==> src/rtl/pll_reset_seq.sv <==
// PLL reset sequencer: pulses the PLL reset, qualifies LOCKED for a stable
// window, then releases the system reset; any lock loss restarts the sequence.
//
// state       | meaning
// ------------+-------------------------------------------------------------
// S_RESET_PLL | PLL RST held high for PLL_RST_CYCLES
// S_WAIT_LOCK | PLL running, waiting up to LOCK_TIMEOUT cycles for lock
// S_STABLE    | lock seen, must stay high STABLE_CYCLES before release
// S_RUN       | system reset released, watching for lock loss
module pll_reset_seq #(
    parameter int unsigned PLL_RST_CYCLES = 16,
    parameter int unsigned LOCK_TIMEOUT   = 65536,
    parameter int unsigned STABLE_CYCLES  = 1024
) (
    input  logic       clk_i,
    input  logic       rst_n_i,
    input  logic       pll_locked_i,
    output logic       pll_rst_o,
    output logic       rst_o,
    output logic       ready_o,
    output logic       lock_lost_o,
    output logic [7:0] timeout_count_o,
    output logic [7:0] lockloss_count_o
);

    localparam logic [23:0] RST_LAST     = 24'(PLL_RST_CYCLES - 1);
    localparam logic [23:0] TIMEOUT_LAST = 24'(LOCK_TIMEOUT - 1);
    localparam logic [23:0] STABLE_LAST  = 24'(STABLE_CYCLES - 1);

    typedef enum logic [1:0] {
        S_RESET_PLL,
        S_WAIT_LOCK,
        S_STABLE,
        S_RUN
    } state_t;

    state_t      state;
    state_t      state_n;
    logic [23:0] cnt;
    logic        sync1;
    logic        locked_s;
    logic        timeout_evt;
    logic        lockloss_evt;

    always_comb begin
        state_n      = state;
        timeout_evt  = 1'b0;
        lockloss_evt = 1'b0;
        case (state)
            S_RESET_PLL: begin
                if (cnt == RST_LAST) state_n = S_WAIT_LOCK;
            end
            S_WAIT_LOCK: begin
                // Lock takes priority over a coincident timeout.
                if (locked_s) begin
                    state_n = S_STABLE;
                end else if (cnt == TIMEOUT_LAST) begin
                    state_n     = S_RESET_PLL;
                    timeout_evt = 1'b1;
                end
            end
            S_STABLE: begin
                if (!locked_s)                state_n = S_WAIT_LOCK;
                else if (cnt == STABLE_LAST)  state_n = S_RUN;
            end
            S_RUN: begin
                if (!locked_s) begin
                    state_n      = S_RESET_PLL;
                    lockloss_evt = 1'b1;
                end
            end
            default: state_n = S_RESET_PLL;
        endcase
    end

    always_ff @(posedge clk_i) begin
        if (!rst_n_i) begin
            state            <= S_RESET_PLL;
            cnt              <= '0;
            sync1            <= 1'b0;
            locked_s         <= 1'b0;
            pll_rst_o        <= 1'b1;
            rst_o            <= 1'b1;
            ready_o          <= 1'b0;
            lock_lost_o      <= 1'b0;
            timeout_count_o  <= '0;
            lockloss_count_o <= '0;
        end else begin
            sync1    <= pll_locked_i;
            locked_s <= sync1;
            state    <= state_n;

            // RUN has no timed exit, so the counter is parked there.
            if (state_n != state)    cnt <= '0;
            else if (state != S_RUN) cnt <= cnt + 24'd1;

            pll_rst_o   <= (state_n == S_RESET_PLL);
            rst_o       <= (state_n != S_RUN);
            ready_o     <= (state_n == S_RUN);
            lock_lost_o <= lockloss_evt;

            if (timeout_evt && (timeout_count_o != 8'hFF))
                timeout_count_o <= timeout_count_o + 8'd1;
            if (lockloss_evt && (lockloss_count_o != 8'hFF))
                lockloss_count_o <= lockloss_count_o + 8'd1;
        end
    end

endmodule

==> config.mk <==
export PLATFORM = sky130hd
export DESIGN_NAME = pll_reset_seq
export DESIGN_NICKNAME = d
export VERILOG_FILES = /design/src/rtl/pll_reset_seq.sv
export SDC_FILE = /design/constraint.sdc
export NUM_CORES = 1
export LEC_CHECK = 0
export ABC_AREA = 1
export CORE_ASPECT_RATIO = 1.75
export CORE_UTILIZATION = 64
export CTS_BUF_LIST = sky130_fd_sc_hd__clkbuf_8
export DETAILED_ROUTE_END_ITERATION = 12
export GPL_ROUTABILITY_DRIVEN = 0
export PLACE_DENSITY = 0.95
export REMOVE_ABC_BUFFERS = 1
export SYNTH_ARGS = -nofsm -noshare
export SYNTH_HDL_FRONTEND = slang
export SYNTH_SLANG_ARGS = --single-unit
==> constraint.sdc <==
create_clock -name clk_i -period 2.9 [get_ports clk_i]
set_input_delay 0.58 -clock clk_i [delete_from_list [all_inputs] [get_ports clk_i]]
set_output_delay 0.58 -clock clk_i [all_outputs]
set_load 0.03 [all_outputs]
### After elaboration in Yosys (flattened, before gate mapping)

Index checks and enable logic that the tools add are counted.
W data, S select, Z words.

* add/subtract/negate cells: 3
* eq/ne operators: 12
* mux-type cells: 12
* bitwise operators: 1
* reductions and logical operators: 5

Operators by type and width (number)
* $add A24 B1 Y24 const B: 1
* $eq A24 B10 Y1 const B: 1
* $eq A24 B16 Y1 const B: 1
* $eq A24 B4 Y1 const B: 1
* $add A8 B1 Y8 const B: 2
* $ne A8 B8 Y1 const B: 2
* $mux W2: 6
* $pmux W2 S4: 1
* $eq A2 B2 Y1 const B: 3
* $mux W1: 5
* $logic_not A2 Y1: 2
* $ne A2 B2 Y1 const B: 2
* $eq A2 B1 Y1 const B: 1
* $logic_and A1 B1 Y1: 2
* $ne A2 B2 Y1: 1
* $reduce_or A2 Y1: 1
* $not A1 Y1: 1

* register bits: 48
* bits of input ports: 3
* output and inout port bits: 20

### Logic depth before layout (Yosys ltp)

* depth in word-level cells: 6
* depth in mapped cells: 12
* mapped depth without buffers: 12

### Worst setup path before layout

No wires, ideal clock.

* path kind: reg-to-reg
* start point: reg lockloss_count_o[1]
* end point: reg lockloss_count_o[4]
* arrival time: 1.521 ns
* data required time: 2.830 ns
* path slack: 1.309 ns
* stages on the path, launching flop included: 10
* buffers on the path: 0
* clock period less this slack: 1.591 ns
* cells stage by stage: dfxtp_1 ha_1 nand3_1 nor2_1 nand2_1 nand2_1 nor2_1 nand3_1 o21ai_0 a21oi_1

* cells in the longest elaborated chain, start to end: 2
* elaborated cells between the ends (all ways): 3
* those cells by class: add/sub (1); eq/ne (1); reduce/logical (1)

RTL lines
* from (decl): line 23 `output logic [7:0] lockloss_count_o`
* from (signal assigned): line 105 `lockloss_count_o <= lockloss_count_o + 8'd1;`
* branches (longest 2 deep; another with $add A8 B1 Y8)

Several ways; the timed one is not identified.
A chain may end at the register's enable or synchronous reset.

### Worst setup path after layout

* start point: reg lockloss_count_o[3]
* end point: out lockloss_count_o[3]

No word-level cell between the ends.

==> impl_metrics.py <==
metrics = {
    "status": {
        "status": "finished clean",
    },
    "placement": {
        "io_buffer_count": 22,
        "placed_area_sq_um": 2700,
        "dp_hpwl_um": 3540,
    },
    "setup_path": {
        "critPathMaxStageDelay_ps": 710,
        "crit_path_start_kind": "flip-flop",
        "critPathCaptureType": "primary output",
        "crit_type": "reg -> out",
        "path_cells": "clkdlybuf4s50_1",
        "cpLargestDelayFamily": "buffers and inverters",
        "cp_num_buf_inv": 1,
        "crit_fanout": 6,
        "required_ps": 2320,
        "cp.arrival_ps": 1460,
        "critPathSlowestCell": "clkdlybuf4s50_1",
    },
    "die": {
        "start_util_pct": 67.2,
        "num_rows": 29,
        "die_width_um": 48.9,
        "coreArea_sq_um": 3660,
        "boundaryPins": 23,
        "die_h_um": 84.0,
        "dieArea_sq_um": 4110,
    },
    "clocking": {
        "clk_latency_ps": 310,
        "clk_pin_slew_worst_paths_ps": 90,
        "cts_resized": 0,
        "clockRootBuffer": "clkbuf_8",
        "cts_buffers": 5,
        "postCtsHoldBufs": 0,
        "clock-sinks": 48,
        "cts_buffer_depth": 2,
        "cts.htree.levels": 2,
        "cts_tree": "yes",
        "post-cts-setup-buffers": 0,
    },
    "synthesis": {
        "synth_cells": 338,
        "ys_warn_count": 0,
        "synthMuxAreaShare_pct": 0.407,
        "avgSynthCellArea_sq_um": 7.28,
        "ys_seq_area_share_pct": 39.0,
        "synthAdderAreaFrac_pct": 1.53,
        "synth_xor_area_share_pct": 10.3,
        "synth_compound_area_share_pct": 7.02,
        "synth-simple-area-share_pct": 34.2,
        "synth_top_family_by_area": "simple AND/OR/NAND/NOR gates",
        "yosysUniqueCellTypes": 25,
        "ys_seq_elements": 48,
        "synth_area_sq_um": 2460,
    },
    "detailed_routing": {
        "first_pass_iters": 5,
        "wl_per_cell_um": 12.3,
        "vias": 2165,
        "drtIter0Drc": 60,
        "ant_nets": 0,
        "post-route-drc-count": 0,
        "drt-total-wl_um": 5030,
        "viasPerCell": 5.31,
    },
    "timing": {
        "period_share_pct": 70.2,
        "max_freq_ghz": 0.491,
        "rsz0062_at_grt": "no",
        "slew_headroom_pct": 67.3,
        "hold_ws_ps": 428,
        "hold_viol": 0,
        "finClkSkew_ps": 11.2,
        "tightest_slew_ps": 489,
        "finalSetupViolCount": 0,
        "finalSetupTns_ps": 0,
        "slew_viol_final": 0,
        "final.min_clock_period_ps": 2040,
    },
    "final_layout": {
        "final_cell_area_sq_um": 2780,
        "diodes": 0,
        "drive_above_1_share_pct": 9.67,
        "fill_cells": 272,
        "seq_area_sq_um": 961,
        "nNetsFinal": 368,
        "multi_input_area_sq_um": 1320,
        "syn2layout_area_growth_pct": 12.9,
    },
    "grt": {
        "grt_first_pass_wirelength_um": 8290,
        "grt_use_total_pct": 25.9,
        "first_global_vias": 2022,
        "antenna_found_initial": 0,
        "grt_max_degree": 25,
        "gr-total-overflow": 0,
    },
    "power": {
        "p_leak_nw": 1.02,
        "power_density_nw_per_um2": 390,
        "max-vdd-ir-drop_mv": 0.431,
        "finalPower_mw": 1.08,
    },
    "hold_path": {
        "hold_class": "reg -> reg",
    },
    "flow_run": {
        "drv_cap": 0,
    },
}
-- area by class of cell --
class / instances / share of cell area [%]
Clock buffer: 5 / 2.48
Timing Repair Buffer: 22 / 7.92
Multi-Input combinational cell: 247 / 47.4
Sequential cell: 48 / 34.6
Clock inverter: 2 / 0.450
Inverter: 38 / 5.13
Tap cell: 46 / 2.07
-- power by group --
group / internal (mW) / total [mW] / switching [mW] / leakage [nW]
combinational: 0.00991 / 0.0294 / 0.0195 / 0.597
clock: 0.163 / 0.386 / 0.222 / 0.0400
sequential: 0.664 / 0.669 / 0.00509 / 0.388
-- layer usage --
layer / GRT usage [%] / share of wire [%] / up-vias
li1: - / - / 1104
met4: 15.8 / 3.4 / 0
met2: 49.4 / 55 / 52
met3: 3.46 / 2.9 / 19
met5: 0 / 0 / -
met1: 25.3 / 39 / 990
-- worst paths after layout --
path                            start             endpoint  slack [ps]  cells past startpoint
setup / recovery  lockloss_count_o[3]  lockloss_count_o[3]         860                      1
hold / removal                  sync1             locked_s         430                      2
setup reg to reg             state[1]              cnt[20]        1030                      8
hold reg to reg                 sync1             locked_s         430                      2
-- metrics by stage --
step | instances | util, % | setup WS [ps]
2_1_floorplan | 333 | - | 1320
3_3_place_gp | 401 | 73.6 | 914
3_5_place_dp | 401 | 73.6 | 844
4_1_cts | 408 | 75.8 | 879
5_1_grt | 408 | 75.8 | 815
6_report | 408 | 75.8 | 863
-- registers in the layout (all words and copies together), names as in the netlist --
name              count
cnt                  24
pll_rst_o             1
locked_s              1
ready_o               1
state                 2
timeout_count_o       8
lock_lost_o           1
lockloss_count_o      8
rst_o                 1
sync1                 1
-- logic make-up after synthesis --
kind of cell / count (synthesis)
xor+xnor: 29
mux: 1
fa+ha+maj: 3
flops: 48
simple gates: 181
buf+inv: 43
compound gates: 33
-- synth_stat cells (all sizes together) --
| master | number | area, sq um |
|---|---|---|
| xnor2 | 6 | 52.6 |
| clkbuf | 2 | 7.51 |
| xor2 | 23 | 201 |
| o21a | 1 | 7.51 |
| inv | 38 | 143 |
| nand3 | 19 | 105 |
| nor3 | 11 | 60.1 |
| a31o | 1 | 8.76 |
| ha | 3 | 37.5 |
| nor2 | 76 | 353 |
| dfxtp | 48 | 961 |
| mux2i | 1 | 10.0 |
| nand4 | 5 | 46.3 |
| a21oi | 16 | 80.1 |
| buf | 3 | 33.8 |
| a31oi | 1 | 6.26 |
| nand2 | 70 | 278 |
| o21ai | 14 | 70.1 |
-- cell usage in the layout, fill, tap and decap left out --
master / Yosys / routed
ha_1: 3 / 3
o21ai_0: 14 / 14
nand4_4: 1 / 1
clkinv_2: 0 / 1
a31o_2: 1 / 1
nor2_1: 57 / 57
nor2_4: 4 / 4
nand3_1: 17 / 17
inv_1: 38 / 38
clkdlybuf4s50_1: 0 / 22
nand4_1: 4 / 4
o21a_1: 1 / 1
nor3_1: 10 / 10
nor3_2: 1 / 1
nand2_4: 1 / 1
a21oi_1: 16 / 16
nand2_1: 66 / 66
a31oi_1: 1 / 1
xnor2_1: 6 / 6
mux2i_1: 1 / 1
clkinvlp_4: 0 / 1
nor2_2: 15 / 15
nand2_2: 3 / 3
dfxtp_1: 48 / 48
clkbuf_8: 0 / 5
nand3_2: 2 / 2
xor2_1: 23 / 23
-- worst register-to-register path, stage by stage (launching register included) --
cell and delay [ps]:
dfxtp_1 380, nand2_1 400, nand3_2 220, nor2_2 220, nand2_1 120, nor2_2 140
nand2_1 80, xor2_1 130, nor2_1 60
No activity file was read; power rests on OpenSTA's default activity.
